--- config.mk ---
export PLATFORM = sky130hd
export DESIGN_NAME = reg_file_sb
export DESIGN_NICKNAME = d
export VERILOG_FILES = /design/src/rtl/reg_file_sb.sv
export SDC_FILE = /design/constraint.sdc
export NUM_CORES = 1
export LEC_CHECK = 0
export CORE_AREA = 4 4 124 126
export CTS_CLUSTER_DIAMETER = 100
export DETAILED_ROUTE_END_ITERATION = 8
export DIE_AREA = 0 0 128 130
export HOLD_SLACK_MARGIN = 0.05
export PLACE_DENSITY_LB_ADDON = 0.2
export SLEW_MARGIN = 0
export SYNTH_ARGS = -nofsm -noshare
export SYNTH_HDL_FRONTEND = slang
export SYNTH_SLANG_ARGS = --single-unit
--- constraint.sdc ---
create_clock -name clk -period 8.2 [get_ports clk]
set_clock_uncertainty 0.1 [all_clocks]
set_input_delay 1.64 -clock clk [delete_from_list [all_inputs] [get_ports clk]]
set_output_delay 1.64 -clock clk [all_outputs]
set_load 0.01 [all_outputs]
--- src/rtl/reg_file_sb.sv ---
// reg_file_sb: register file with write-back bypass and a busy-bit scoreboard
// that raises hazard on RAW/WAW conflicts and flags unexpected writebacks.
module reg_file_sb #(
    parameter int DATA_W   = 8,
    parameter int ADDR_W   = 4,
    parameter int ZERO_REG = 0,
    parameter int BYPASS   = 1
) (
    input  logic                  clk,
    input  logic                  rst,
    input  logic [ADDR_W-1:0]     rs1,
    input  logic [ADDR_W-1:0]     rs2,
    output logic [DATA_W-1:0]     rs1_data,
    output logic [DATA_W-1:0]     rs2_data,
    input  logic                  wb_en,
    input  logic [ADDR_W-1:0]     wb_addr,
    input  logic [DATA_W-1:0]     wb_data,
    input  logic                  iss_en,
    input  logic [ADDR_W-1:0]     iss_rd,
    input  logic                  iss_use1,
    input  logic                  iss_use2,
    output logic                  hazard,
    output logic [2**ADDR_W-1:0]  busy,
    output logic                  wb_err
);
    localparam int NREG = 2**ADDR_W;

    logic [DATA_W-1:0] regs [NREG];
    logic [NREG-1:0]   busy_q;
    logic [NREG-1:0]   wb_mask;
    logic [NREG-1:0]   iss_mask;
    logic [NREG-1:0]   eb;
    logic              wb_zero;
    logic              iss_zero;
    logic              accept;

    assign wb_zero  = (ZERO_REG != 0) && (wb_addr == '0);
    assign iss_zero = (ZERO_REG != 0) && (iss_rd == '0);
    assign wb_mask  = wb_en ? (NREG'(1) << wb_addr) : '0;
    // A writeback landing this cycle releases its register early only when it is forwarded.
    assign eb       = busy_q & ~((BYPASS != 0) ? wb_mask : '0);
    assign hazard   = iss_en & ((iss_use1 & eb[rs1]) | (iss_use2 & eb[rs2]) | eb[iss_rd]);
    assign accept   = iss_en & ~hazard;
    assign iss_mask = (accept && !iss_zero) ? (NREG'(1) << iss_rd) : '0;
    assign busy     = busy_q;

    assign rs1_data = ((ZERO_REG != 0) && rs1 == '0) ? '0 :
                      ((BYPASS != 0) && wb_en && wb_addr == rs1) ? wb_data : regs[rs1];
    assign rs2_data = ((ZERO_REG != 0) && rs2 == '0) ? '0 :
                      ((BYPASS != 0) && wb_en && wb_addr == rs2) ? wb_data : regs[rs2];

    always_ff @(posedge clk) begin
        if (!rst) begin
            for (int i = 0; i < NREG; i++) regs[i] <= '0;
            busy_q <= '0;
            wb_err <= 1'b0;
        end else begin
            if (wb_en && !wb_zero) regs[wb_addr] <= wb_data;
            // Set after clear so a same-edge issue and writeback leave the bit pending.
            busy_q <= (busy_q & ~wb_mask) | iss_mask;
            if (wb_en && !busy_q[wb_addr] && !wb_zero) wb_err <= 1'b1;
        end
    end
endmodule

==> impl_metrics.ini <==
[setup_path]
cp_num_buf_inv = 2
crit_top_cell = clkdlybuf4s50_1
path_cells = clkdlybuf4s50_1 > or2_0 > o21ai_0 > mux4_1 > nor2_1 > nor3b_2 > or2_1 > a21boi_1 > clkdlybuf4s50_1
cp.required_ns = 6.46
critPathLaunchType = primary input
cp_top_family = buffers and inverters
slowest_delay_ns = 0.80
slowest_stage = or2_0
critPathMaxFanout = 18
worst-setup-path-type = in2out
cp-end-kind = output port
arrival_ns = 5.28

[timing]
finalHoldViolCount = 0
max_freq_mhz = 142.5
setup_violations = 0
max_slew_margin_pct = 24.62
setup_tns_ns = 0
tightestPinTransition_ns = 1.127
period_share_pct = 85.59
fin_ws_ns = 1.182
drv_slew = 0
min_period_ns = 7.018
rsz0062_at_grt = no

[floorplanning]
dieHeight_microns = 130
dieArea_sq_um = 16640
die_w_microns = 128
ios = 64
core_area_sq_um = 14310
rows = 44
start_util_pct = 60.08

[synthesis]
synth_flop_cell = edfxtp_1
yosys.area.top_type = edfxtp_1
synthCells = 615
synth_top_family_by_area = multiplexers
async_flop_share_pct = 0
synth_edf_count = 128
synth.avg_cell_area_sq_um = 13.98
synth_top_cell_area_share_pct = 44.70
seq_area_frac_synth_pct = 48.65
ys_types = 53
ys_top_cells_by_area = edfxtp_1 (45%), mux4_2 (23%), and2_1 (9.5%)
yosysMostFrequentCell = and2_1
yosys-top-cells-count = and2_1 (131), edfxtp_1 (128), mux4_2 (86)
synth_simple_gate_area_share_pct = 14.90
syn_nets = 645
synth_seq_cells = 145
netlist_area_sq_um = 8599
synth_mux_area_share_pct = 26.23
yosys.area_share.xor_xnor_pct = 0.8148
ys_warn_count = 0
synth-compound-area-share_pct = 6.242
synthAdderAreaFrac_pct = 0

[placement]
dpl.hpwl_microns = 16680
gp_congestion = 0.9372
post-place-ws_ns = 1.223
portBuffers = 63

[final_layout]
antenna_cells = 0
nNetsFinal = 702
syn2layout_area_growth_pct = 14.71
n_fill_cell = 996
layout-drive-gt1-share_pct = 24.49

[route]
vias_per_cell = 6.949
vias = 6018
wl_per_cell_microns = 27.58
drt_iter0_markers = 812
drc = 0
antenna_left = 0
wl_microns = 23890
dr.pass1.iters = 6

[clock_tree]
clock_sinks = 145
cts_root_buf = clkbuf_16
worst_skew_pair.late_latency_ns = 0.41
cts_setup_buffers = 0
postCtsHoldBufs = 0
htreeDepth = 4
path_clk_slew_ns = 0.06
cts_resized = 0
cts_buffers = 17
cts_tree = yes
clock_path_buffers = 2

[global_route]
first_global_vias = 5988
antenna_found_initial = 1
grt_overflow = 0
grt_pass1_wl_microns = 36090
grt_start_max_net_pins = 33
grt_usage_pct = 29.77

[job]
cap_violations = 0

[run_status]
status = completed

[power_and_ir_drop]
powerDensity_nw_per_um2 = 185.3
peakVddDrop_mv = 0.1440
leakagePower_nw = 3.360

[min_path]
min_path_type = reg2reg
[metrics by stage]
step	total power, mW	std cells	hold WS, ns	util, %	area (sq um)
finish	1.828	866	0.3781	68.92	9864
floorplan	1.052	615	0.4091	-	8600
detailed placement	1.166	837	0.3591	65.44	9366
global placement	1.157	837	0.3521	65.44	9366
global route	1.879	866	0.3939	68.92	9864
CTS	1.824	866	0.3779	68.92	9864
[cell families after synthesis]
group	count (synthesis)
DFF	145
AOI/OAI and AO/OA	78
muxes	111
and+or+nand+nor	220
xor gates and xnor gates	8
buffers and inverters	53
[final timing paths]
kind              slack [ns]       start       to  cells past startpoint
setup / recovery        1.18  wb_addr[0]   hazard                      9
hold / removal          0.38      wb_err   wb_err                      1
setup reg to reg        6.05    busy[11]  busy[4]                      6
hold reg to reg         0.38      wb_err   wb_err                      1
[power by group]
group / total [mW] / switching (mW) / internal [mW] / leakage [nW]
sequential: 0.870 / 0.0247 / 0.845 / 1.36
combinational: 0.289 / 0.142 / 0.147 / 1.75
clock: 0.670 / 0.294 / 0.376 / 0.241
total: 1.83 / 0.460 / 1.37 / 3.36
[flip-flops by register name, summed over array words and instances, names as in the netlist]
name / count
busy: 16
wb_err: 1
regs: 128
[worst register-to-register path, cell delays in order (launching register included)]
cell and delay [ns]:
dfxtp_1 0.45, o21ai_0 0.27, nor3b_1 0.26, nor3_1 0.09
o221ai_1 0.32, a21oi_4 0.20, a2bb2o_1 0.34
[metal layers]
metal / GRT usage (%) / vias to the layer above / share of wire (%)
li1: - / 2502 / -
met1: 41.47 / 3007 / 38
met2: 46.30 / 445 / 48
met3: 8.228 / 62 / 12
met4: 9.675 / 2 / 2.5
met5: 0 / - / 0.054
[cell usage in the layout (no fill, tap or decap), drive strengths merged, types with 7 or more instances in the layout]
cell type | synthesis | routed
and2 | 132 | 132
mux4 | 89 | 89
edfxtp | 128 | 128
buf | 26 | 24
a21oi | 8 | 8
nor2 | 46 | 46
o21ai | 34 | 34
nand2 | 10 | 10
a31o | 12 | 12
mux2 | 16 | 16
clkdlybuf4s50 | 0 | 61
inv | 6 | 7
clkinv | 0 | 8
dfxtp | 17 | 17
clkbuf | 21 | 17
nand3 | 7 | 7
[cell type report]
type | instances | area (sq um) | share of cell area [%]
Clock inverter | 12 | 72.57 | 0.7357
Inverter | 6 | 22.52 | 0.2283
Timing Repair Buffer | 85 | 785.8 | 7.966
Multi-Input combinational cell | 417 | 4144 | 42.01
Clock buffer | 17 | 425.4 | 4.313
Tap cell | 184 | 230.2 | 2.334
Sequential cell | 145 | 4184 | 42.41
Note: power is estimated with default switching activity, not from simulation.
